### src/rtl/fetch_pkg.sv
// Shared definitions for the instruction fetch stage: FSM state encodings,
// the sequential PC increment and the default reset fetch address.
package fetch_pkg;

    typedef enum logic [1:0] {
        IDLE = 2'd0,
        REQ  = 2'd1,
        HOLD = 2'd2
    } fetch_state_t;

    localparam logic [31:0] PC_INCR          = 32'd4;
    localparam logic [31:0] DEFAULT_RESET_PC = 32'h0000_0000;

endpackage

### src/rtl/fetch_pc_adder.sv
// Combinational next-PC: PC+4, or PC+4+(Immed<<2) for a taken branch.
// Arithmetic wraps modulo 2^32 and the result is always word aligned.
module fetch_pc_adder
    import fetch_pkg::*;
(
    input  logic [31:0] PC,
    input  logic [31:0] Immed,
    input  logic        PC_sel,
    output logic [31:0] next_pc
);

    logic [31:0] offset;
    logic [31:0] sum;

    always_comb begin
        offset  = PC_sel ? (Immed << 2) : 32'd0;
        sum     = PC + PC_INCR + offset;
        next_pc = sum & ~32'h3;
    end

endmodule

### src/rtl/fetch_stage.sv
// Instruction fetch stage: requests a word at PC, holds it for decode until
// accepted. Optional performance counters are enabled by FETCH_PERF_CNT_EN.
module fetch_stage
    import fetch_pkg::*;
#(
    parameter logic [31:0] RESET_PC = DEFAULT_RESET_PC
)
(
    input  logic        Clk,
    input  logic        reset,
    input  logic        PC_sel,
    input  logic [31:0] Immed,
    input  logic        PC_LdEn,
    output logic        Imem_req,
    output logic [31:0] Imem_addr,
    input  logic        Imem_ready,
    input  logic [31:0] Imem_rdata,
    output logic [31:0] Instr,
    output logic        Instr_valid,
    output logic [31:0] PC
`ifdef FETCH_PERF_CNT_EN
    ,
    output logic [31:0] Fetch_cnt,
    output logic [31:0] Stall_cnt
`endif
);

    localparam logic [31:0] START_PC = RESET_PC & ~32'h3;

    fetch_state_t state_q;
    fetch_state_t state_d;
    logic         accept;
    logic         capture;
    logic [31:0]  next_pc;

    assign accept    = (state_q == HOLD) && PC_LdEn;
    assign capture   = (state_q == REQ) && Imem_ready;
    assign Imem_addr = PC;

    fetch_pc_adder u_pc_adder (
        .PC      (PC),
        .Immed   (Immed),
        .PC_sel  (PC_sel),
        .next_pc (next_pc)
    );

    always_ff @(posedge Clk or negedge reset) begin
        if (!reset) begin
            state_q <= IDLE;
        end else begin
            state_q <= state_d;
        end
    end

    always_comb begin
        state_d = state_q;
        case (state_q)
            IDLE:    state_d = REQ;
            REQ:     if (Imem_ready) state_d = HOLD;
            HOLD:    if (PC_LdEn) state_d = REQ;
            default: state_d = IDLE;
        endcase
    end

    always_comb begin
        Imem_req    = (state_q == REQ);
        Instr_valid = (state_q == HOLD);
    end

    // PC only moves on accept, so the request address stays put through waits.
    always_ff @(posedge Clk or negedge reset) begin
        if (!reset) begin
            PC    <= START_PC;
            Instr <= 32'd0;
        end else begin
            if (accept) begin
                PC <= next_pc;
            end
            if (capture) begin
                Instr <= Imem_rdata;
            end
        end
    end

`ifdef FETCH_PERF_CNT_EN
    always_ff @(posedge Clk or negedge reset) begin
        if (!reset) begin
            Fetch_cnt <= 32'd0;
            Stall_cnt <= 32'd0;
        end else begin
            if (accept && (Fetch_cnt != 32'hFFFF_FFFF)) begin
                Fetch_cnt <= Fetch_cnt + 32'd1;
            end
            if (Instr_valid && !PC_LdEn && (Stall_cnt != 32'hFFFF_FFFF)) begin
                Stall_cnt <= Stall_cnt + 32'd1;
            end
        end
    end
`endif

endmodule

### config.mk
export PLATFORM = sky130hd
export DESIGN_NAME = fetch_stage
export DESIGN_NICKNAME = d
export VERILOG_FILES = /design/src/rtl/fetch_pkg.sv /design/src/rtl/fetch_pc_adder.sv /design/src/rtl/fetch_stage.sv
export SDC_FILE = /design/constraint.sdc
export NUM_CORES = 1
export LEC_CHECK = 0
export ABC_CLOCK_PERIOD_IN_PS = 4400
export CORE_ASPECT_RATIO = 2
export CORE_MARGIN = 2
export CORE_UTILIZATION = 36
export CTS_BUF_LIST = sky130_fd_sc_hd__clkbuf_4 sky130_fd_sc_hd__clkbuf_8
export DETAILED_ROUTE_END_ITERATION = 12
export GPL_TIMING_DRIVEN = 0
export HOLD_SLACK_MARGIN = 0.12
export PLACE_DENSITY = 0.7
export REMOVE_ABC_BUFFERS = 1
export SYNTH_ARGS = -nofsm -noshare
export SYNTH_HDL_FRONTEND = slang
export SYNTH_SLANG_ARGS = --single-unit
### constraint.sdc
create_clock -name Clk -period 4.4 [get_ports Clk]
set_clock_uncertainty 0.2 [all_clocks]
set_input_delay 0.88 -clock Clk [delete_from_list [all_inputs] [get_ports Clk]]
set_output_delay 0.88 -clock Clk [all_outputs]
set_load 0.02 [all_outputs]
# Yosys cells after proc, flatten, opt, wreduce, memory -nomap -nowiden
# Index checks and enable logic that the tools add are counted.
# op_classes
add_sub_neg	2
n_reduce_logical	4
eq_ne	4
n_mux	4
# op_table
operator	n
adder 32 x 3 -> 32 bit, second input constant	1
adder 32 bit	1
two-way mux 32 bit	1
case mux 2 bit (3 select lines)	1
two-way mux 2 bit	2
== test 2 x 1 -> 1 bit, second input constant	1
== test 2 bit, second input constant	1
logical AND 1 bit	2
logical NOT 2 bit	1
!= test 2 x 1 -> 1 bit, second input constant	1
!= test 2 bit, second input constant	1
AND reduction 2 bit	1
# word_totals
output_inout_bits	98
register_bits	64
inputBits	69
elab_cells	17

# Longest topological paths before layout
# Gate-level depths: netlist of run 1.
# logic_depth
depth_word	3
depth_mapped	14
ltp_nobuf	13

# Hierarchy
# A second synthesis of run 1 with hierarchy kept.
# hier_totals
cells_unflattened	452
area_unflattened_um2	4986.0
# modules_own_cells
mod	cells_per_inst	n_inst	area_per_inst_um2
fetch_stage	176	1	2877.8
fetch_pc_adder	276	1	2108.3

# Worst setup path before layout of run 1
# OpenSTA, ideal clock, no wires.
# synth_timing
kind	in2reg
start	input PC_sel
end	register PC[31], in the netlist Imem_addr[31]
path_stages	13
path_buffers	1
setup_slack_ns	0.556
arrival_ns	3.509
cell_sequence	clkbuf_1 and2_1 ha_1 ha_1 fa_1 a211oi_2 o211ai_1 nand2_1 a211oi_1 or2_1 a221o_1 mux2i_1 nand4_1
# synth_between
elab_chain_cells	2
# synth_lines
element	line_no	source
start: declaration	fetch_stage.sv:11	input logic PC_sel,
two-way mux 32 bit	fetch_pc_adder.sv:16	offset = PC_sel ? (Immed << 2) : 32'd0;
adder 32 bit	fetch_pc_adder.sv:17	sum = PC + PC_INCR + offset;
end signal: assignment	fetch_stage.sv:77	PC <= next_pc;
end: declaration	fetch_stage.sv:20	output logic [31:0] PC
# No other way between the ends.
# A chain may end at the register's enable or synchronous reset.

# Worst setup path after layout of run 1
# Ends and elaborated chain as after synthesis.

==> results of run 1 <==
## kinds of logic after synthesis
group	share of synthesized area
adder cells (fa/ha/maj)	0.1540
AND/OR/NAND/NOR	0.1385
other	0.0007879
XOR/XNOR	0.04048
multiplexers	0.09148
AO/OA/AOI/OAI	0.1614
buffers and inverters	0.07676
flip-flops	0.3365
## area by class of cell
class	count	area (um^2)	share of cell area
inverters	8	30.03	0.004650
multi-input cells	369	2806	0.4346
clock buffers	10	131.4	0.02034
flip-flops and latches	64	1602	0.2480
well taps	152	190.2	0.02945
repair buffers	162	1629	0.2523
clock inverters	6	68.82	0.01066
## metrics by stage
stage	power, mW	setup slack (ps)	TNS [ps]	std cells	area [um^2]
floorplan	2.743	698.9	0	441	4436
global placement	3.882	-885.5	-10190	753	6227
detailed placement	3.967	-987.6	-10330	754	6247
CTS	4.514	64.08	0	770	6449
global route	4.792	53.43	0	771	6457
finish	4.464	214.6	0	771	6457
## layout by cell type, fill, tap and decap left out, drive strengths merged, types with 4 or more instances in the layout
cell type,n
o21ai,38
a31oi,4
o21a,4
inv,9
clkdlybuf4s50,158
nand2,43
nor2b,4
xor2,14
xnor2,8
conb,4
nand4,5
and2,29
dfrtp,64
a211oi,6
o21bai,5
a21o,12
nor3,6
nand3,9
ha,57
buf,4
mux2,36
a21oi,28
nor2,18
clkbuf,10
## per-layer routing
layer	GRT usage	up-vias	share of wire
li1	-	1961	-
met1	0.1725	1899	0.37
met2	0.3417	163	0.55
met3	0.03221	20	0.056
met4	0.06694	0	0.025
met5	0	-	0
## how the worst min path moves through the flow
stage	cells past startpoint	slack, ps	from	to
2_1_floorplan	1	260	state_q[1]	state_q[0]
3_5_place_dp	1	290	Instr[2]	Instr[2]
4_1_cts	1	310	Instr[30]	Instr[30]
3_3_place_gp	1	280	state_q[1]	state_q[0]
6_report	1	300	Instr[30]	Instr[30]
5_1_grt	1	320	Instr[2]	Instr[2]
## power groups by stage
stage | sequential, mW | clock, mW | combinational [mW]
final | 1.10 | 0.526 | 2.83
after global routing | 1.15 | 0.574 | 3.06
after CTS | 1.11 | 0.546 | 2.86
after detailed placement | 1.12 | 0 | 2.85
after global placement | 1.10 | 0 | 2.78
after floorplan | 1.58 | 0 | 1.16
## flip-flops by register name, indices dropped and copies added (netlist names)
signal	count
Imem_addr	30
Instr	32
state_q	2
## worst max-delay path, cell delays in order
cell and delay (ps):
buf_2 410, and2_1 210, ha_1 230, ha_1 230, fa_1 450, a211oi_2 380, o211ai_1 170, nand2_1 140
a211oi_1 110, or2_1 330, a221o_1 380, mux2i_1 190, nand4_1 110
## timing repair
| item | 4_1_cts | 5_1_grt |
|---|---|---|
| hold buffers | 0 | 0 |
| endpoints found under the setup margin | 14 | 1 |
| resized for setup | 3 | 2 |
| cloned | 0 | 0 |
==> flow_metrics.tcl, run 1 <==
set metrics [dict create \
    outcome "finished clean" \
    rsz0062_at_grt "false" \
    numCtsBuffers 9 \
    antenna_found_initial 0 \
    dp_hpwl_um 9400 \
    yosys.area.top_type "dfrtp_1" \
    rows 59 \
    die_width_um 85.31 \
    post-route-period-util 0.9512 \
    cts.path.max_buffers 2 \
    grt_overflow 0 \
    dr.pass1.iters 4 \
    port_buffers 160 \
    dr_total_vias 4043 \
    grt_pass1_vias 4206 \
    crit_fanout 30 \
    swShare 0.4357 \
    ios 167 \
    grt_max_degree 65 \
    syn_to_final_growth_pct 35.67 \
    synth_edf_count 0 \
    report.final.slew_viol_count 0 \
    slew_headroom 0.4420 \
    max_freq_ghz 0.2389 \
    grt_pass1_wl_um 19810 \
    postCtsSetupBuffers 0 \
    synth_cell_types 59 \
    end_kind "register" \
    timing.rr.start "Imem_addr[3]" \
    rr_endpoint "Imem_addr[31]" \
    synth-seq-area-share 0.3365 \
    r2r_setup_slack_ps 860 \
    tightest_slew_ps 837.0 \
    cp.required_ps 4440 \
    avgRoutedWirePerCell_um 15.95 \
    p_int_mw 2.519 \
    yosys_warnings 0 \
    min_path_type "reg -> reg" \
    p_leak_nw 2.868 \
    syn_area_mm2 0.004760 \
    antenna_left 0 \
    cp-startpoint "PC_sel" \
    holdWs_ps 304.8 \
    synth_common_cells "dfrtp_1 (64), ha_1 (57), nand2_1 (42)" \
    fillCellCount 1217 \
    root_buffer "clkbuf_8" \
    coreArea_mm2 0.01299 \
    ys.flop_type "dfrtp_1" \
    die_area_mm2 0.01421 \
    cap_viol_max_count 0 \
    fp.dieH_um 166.6 \
    ys_top_cells_by_area "dfrtp_1 (34%), ha_1 (15%), mux2_2 (8.5%)" \
    cts-htree-levels 3 \
    ys_ff_latch 64 \
    ir_drop_uv 468.8 \
    syn_inst 492 \
    power.share.clock 0.118 \
    synth_top_area_frac 0.3365 \
    antennaDiodeCount 0 \
    period_minus_slack_ps 4185 \
    r2r.worst_path.cells 11 \
    setup_viol 0 \
    drt-initial-drc-count 126 \
    pwr-share-seq 0.247 \
    hold_viol 0 \
    drc 0 \
    critPathKind "in -> reg" \
    power_switching_mw 1.945 \
    track_usage 0.1740 \
    async_flop_share 1.000 \
    power_density_mw_per_mm2 691.3 \
    syn_avg_cell_area_um2 9.674 \
    arrival_ps 4220 \
    final_util 0.4970 \
    gp_congestion 0.8445 \
    endpoint "Imem_addr[31]" \
    power_frac_comb 0.635 \
    clock_sinks 64 \
    viasPerCell 5.244 \
    drive_gt1_frac 0.1099 \
    synth.most_common_cell "dfrtp_1" \
    routed_wl_um 12300 \
    clkTransAtPathRegs_ps 90 \
    cts_tree "built" \
    nets 741 \
    insertion_delay_ps 360 \
    start_util 0.3663 \
    cp-start-kind "input pin" \
]
Power figures use the tool's default switching activity.
==> inputs of run 2 (changes only) <==
Settings changed: CTS_BUF_LIST sky130_fd_sc_hd__clkbuf_4 sky130_fd_sc_hd__clkbuf_8 to sky130_fd_sc_hd__clkbuf_8.
==> flow_metrics.tcl, run 2 (synthesis results as in run 1) <==
set metrics [dict create \
    dp_slack_ps -987.6 \
    rsz0062_at_grt "false" \
    avgRoutedWirePerCell_um 15.97 \
    pwr-share-seq 0.247 \
    power_switching_mw 1.945 \
    final_util 0.4967 \
    crit_fanout 30 \
    cp-start-kind "input pin" \
    grt_overflow 0 \
    arrival_ps 4230 \
    insertion_delay_ps 360 \
    fillCellCount 1216 \
    drc 0 \
    holdBufCountCts 0 \
    syn_to_final_growth_pct 35.59 \
    final_common_cell "clkdlybuf4s50_1" \
    ios 167 \
    gp_congestion 0.8445 \
    crit_chain "buf_2 -> and2_1 -> ha_1 -> ha_1 -> fa_1 -> a211oi_2 -> o211ai_1 -> nand2_1 -> a211oi_1 -> or2_1 -> a221o_1 -> mux2i_1 -> nand4_1" \
    setup_tns_ps 0 \
    numCtsBuffers 9 \
    final_cell_mix "clkdlybuf4s50_1 (158), dfrtp_1 (64), ha_1 (57)" \
    antenna_left 0 \
    cts-htree-levels 3 \
    root_buffer "clkbuf_8" \
    tightest_slew_ps 835.0 \
    max_freq_ghz 0.2387 \
    cpMostUsedCell "ha_1" \
    antennaDiodeCount 0 \
    track_usage 0.1740 \
    cts_tree "built" \
    rows 59 \
    p_int_mw 2.511 \
    swShare 0.4365 \
    outcome "finished clean" \
    grt_max_degree 65 \
    nets 741 \
    p_leak_nw 2.869 \
    antenna_found_initial 0 \
    top_register "Instr" \
    fp.dieH_um 166.6 \
    cpMaxStageDelayCell "fa_1" \
    viasPerCell 5.240 \
    ir_drop_uv 468.8 \
    dr_wl_met2_um 6782 \
    post-route-period-util 0.9521 \
    drt-initial-drc-count 124 \
    grt_pass1_vias 4206 \
    dr_total_vias 4040 \
    postCtsSetupBuffers 0 \
    power_frac_comb 0.636 \
    start_util 0.3663 \
    cts.path.max_buffers 2 \
    highest_layer "met4" \
    clock_sinks 64 \
    wl_met3_um 695 \
    report.final.slew_viol_count 0 \
    dp_hpwl_um 9400 \
    instances_no_fill 771 \
    setup_ws_ps 210.6 \
    die_width_um 85.31 \
    coreArea_mm2 0.01299 \
    finalPower_mw 4.456 \
    routed_wl_um 12310 \
    die_area_mm2 0.01421 \
    drt-met1-wl_um 4519 \
    cp.required_ps 4440 \
    clkTransAtPathRegs_ps 90 \
    period_minus_slack_ps 4189 \
    min_path_type "reg -> reg" \
    cap_viol_max_count 0 \
    port_buffers 160 \
    critPathKind "in -> reg" \
    slew_headroom 0.4433 \
    grt_pass1_wl_um 19810 \
    largest_register_ff_count 32 \
    dr.pass1.iters 5 \
    drive_gt1_frac 0.1082 \
    setup_viol 0 \
    power.share.clock 0.116 \
    end_kind "register" \
    cpPeakStageDelay_ps 450 \
    hold_viol 0 \
    dp.cells 754 \
    power_density_mw_per_mm2 690.4 \
]
## run 2: changes by cell type in the layout (fill, tap and decap cells not counted), sizes merged
cell / delta
clkbuf: -1
inv: +1
## run 2: cell type report
cell class | instances | area, um^2 | share of cell area
multi-input combinational | 369 | 2806 | 0.4349
timing repair buffer | 162 | 1629 | 0.2524
clock inverter | 7 | 72.57 | 0.01124
inverter | 8 | 30.03 | 0.004653
tap | 152 | 190.2 | 0.02947
sequential | 64 | 1602 | 0.2482
clock buffer | 9 | 123.9 | 0.01919
## run 2: path summary, 6_finish.rpt
kind / slack [ps] / endpoint / cells past startpoint / start
min in group asynchronous: 430 / Instr[1] / 1 / reset
max in group asynchronous: 3030 / Instr[4] / 1 / reset
min reg2reg: 300 / Instr[30] / 1 / Instr[30]
max: 210 / Imem_addr[31] / 13 / PC_sel
max reg2reg: 850 / Imem_addr[31] / 11 / Imem_addr[3]
min: 300 / Instr[30] / 1 / Instr[30]
## run 2: power groups by stage
stage	sequential, mW	clock (mW)	combinational (mW)
floorplan	1.58	0	1.16
global placement	1.10	0	2.78
detailed placement	1.12	0	2.85
CTS	1.11	0.537	2.86
global route	1.15	0.566	3.06
finish	1.10	0.519	2.83
## run 2: what timing repair did
action,in CTS,in global routing
resized for setup,3,2
endpoints found under the setup margin,14,1
hold endpoints to repair,0,0
## run 2: stage by stage
stage / instance area, um^2 / hold slack (ps)
6_report: 6454 / 304.8
4_1_cts: 6445 / 306.9
2_1_floorplan: 4436 / 255.1
5_1_grt: 6454 / 315.5
3_5_place_dp: 6247 / 292.4
3_3_place_gp: 6227 / 275.8
## run 2: worst max-delay path, delay by kind of cell
kind	cells	cell delay, ps
AO/OA/AOI/OAI	4	1040
adder cells (fa/ha/maj)	3	910
AND/OR/NAND/NOR	4	790
buffers and inverters	1	410
multiplexers	1	190
## run 2: routing by layer
layer  vias to the layer above  global-route usage
met3                        22             0.03221
met4                         0             0.06694
met1                      1897              0.1725
met2                       161              0.3417
li1                       1960                   -
met5                         -                   0
==> inputs of run 3 (changes only) <==
Settings changed: ABC_CLOCK_PERIOD_IN_PS 4400 to 3900.
Clock period 4.4 ns to 3.9 ns, I/O delays scaled along.
==> flow_metrics.tcl, run 3 (synthesis results as in run 1) <==
set metrics [dict create \
    dp_hpwl_um 9400 \
    r2r_setup_slack_ps 590 \
    crit_cells 13 \
    cap_viol_max_count 0 \
    die_area_mm2 0.01421 \
    p_int_mw 2.854 \
    antenna_left 0 \
    endpoint "Imem_addr[31]" \
    use_met3 0.03221 \
    nets 746 \
    port_buffers 160 \
    grt_pass1_wl_um 19830 \
    drive_gt1_frac 0.1218 \
    timing.rr.start "Imem_addr[3]" \
    post-route-period-util 0.9781 \
    max_freq_ghz 0.2621 \
    tightest_slew_ps 833.7 \
    cp-startpoint "Immed[1]" \
    largest_register_ff_count 32 \
    setup_tns_ps 0 \
    hold_viol 0 \
    dp_slack_ps -1388 \
    ir_drop_uv 529.0 \
    avgRoutedWirePerCell_um 15.93 \
    grt_pass1_vias 4211 \
    cp.required_ps 3940 \
    final_common_cell "clkdlybuf4s50_1" \
    dr_total_vias 4078 \
    grt_max_degree 65 \
    grt.met2_usage 0.3421 \
    cts.path.max_buffers 2 \
    power_frac_comb 0.638 \
    syn_to_final_growth_pct 36.86 \
    stdcell_area_mm2 0.006514 \
    dp.cells 754 \
    dr.pass1.iters 4 \
    top_register "Instr" \
    arrival_ps 3860 \
    end_kind "register" \
    slew_headroom 0.4442 \
    rows 59 \
    hp-start "Instr[30]" \
    min_path_type "reg -> reg" \
    holdWs_ps 304.7 \
    cts-htree-levels 3 \
    antennaDiodeCount 0 \
    crit_buf_inv 1 \
    fillCellCount 1212 \
    root_buffer "clkbuf_8" \
    dpl_cell_area_mm2 0.006247 \
    start_util 0.3663 \
    clock_sinks 64 \
    setup_viol 0 \
    whs_path_depth 1 \
    final_util 0.5013 \
    top_usage_layer "met2" \
    swShare 0.4357 \
    cpMaxStageDelayCell "fa_2" \
    routed_wl_um 12360 \
    rr_endpoint "Imem_addr[31]" \
    p_leak_nw 2.894 \
    insertion_delay_ps 370 \
    setup_ws_ps 85.28 \
    critPathKind "in -> reg" \
    drc 0 \
    ios 167 \
    power.share.clock 0.116 \
    final_cell_mix "clkdlybuf4s50_1 (158), dfrtp_1 (64), ha_1 (56)" \
    finalPower_mw 5.057 \
    antenna_found_initial 0 \
    crit_chain "clkdlybuf4s50_1 -> and2_1 -> ha_1 -> ha_2 -> fa_2 -> a211oi_4 -> o211ai_1 -> nand2_1 -> a211oi_2 -> or2_4 -> a221o_1 -> mux2i_1 -> nand4_1" \
    drt-initial-drc-count 135 \
    coreArea_mm2 0.01299 \
    viasPerCell 5.255 \
    track_usage 0.1742 \
    instances_no_fill 776 \
    cpPeakStageDelay_ps 430 \
    die_width_um 85.31 \
    fp.dieH_um 166.6 \
    holdBufCountCts 0 \
    report.final.slew_viol_count 0 \
    grt_overflow 0 \
    crit_fanout 3 \
    cts_tree "built" \
    period_minus_slack_ps 3815 \
    pwr-share-seq 0.246 \
    clkTransAtPathRegs_ps 90 \
    power_density_mw_per_mm2 776.4 \
    power_switching_mw 2.203 \
    outcome "finished clean" \
    r2r.worst_path.cells 11 \
    gp_congestion 0.8445 \
    grt_use_met1 0.1728 \
    cp-start-kind "input pin" \
    numCtsBuffers 9 \
    cp_top_family "compound AO/OA/AOI/OAI gates" \
]
[run 3: final cells by class]
class / count / area (um^2) / share of cell area
flip-flops and latches: 64 / 1602 / 0.2459
inverters: 8 / 30.03 / 0.004610
clock buffers: 9 / 123.9 / 0.01902
clock inverters: 7 / 72.57 / 0.01114
repair buffers: 167 / 1669 / 0.2562
well taps: 152 / 190.2 / 0.02920
multi-input cells: 369 / 2826 / 0.4339
[run 3: worst register-to-register path, cell delays in order, from the launching register on]
cell and delay [ps]:
dfrtp_1 420, ha_1 310, ha_2 200, fa_2 430
a211oi_4 290, o211ai_1 130, nand2_1 150, a211oi_2 110
or2_4 270, a221o_1 380, mux2i_1 190, nand4_1 100
[run 3: routing by layer]
metal  wire length [um]  part of all wire
met5                  0                 0
met4                328             0.027
met3                689             0.056
met2               6807              0.55
met1               4532              0.37
[run 3: what timing repair did]
| item | CTS | global route |
|---|---|---|
| setup buffers | 1 | 4 |
| endpoints found under the setup margin | 22 | 1 |
| pin swaps | 1 | 7 |
| resized for setup | 7 | 4 |
[run 3: worst min-delay path by stage]
stage	end	slack, ps
finish	Instr[30]	300
global route	Instr[2]	320
CTS	Instr[30]	310
detailed placement	Instr[2]	290
floorplan	state_q[0]	260
global placement	state_q[0]	280
[run 3: power by group through the flow]
| stage | registers [mW] | clock network, mW | logic (mW) |
|---|---|---|---|
| final | 1.24 | 0.586 | 3.23 |
| after global routing | 1.30 | 0.638 | 3.49 |
| after CTS | 1.25 | 0.606 | 3.23 |
| after detailed placement | 1.27 | 0 | 3.21 |
| after global placement | 1.24 | 0 | 3.14 |
| after floorplan | 1.79 | 0 | 1.31 |
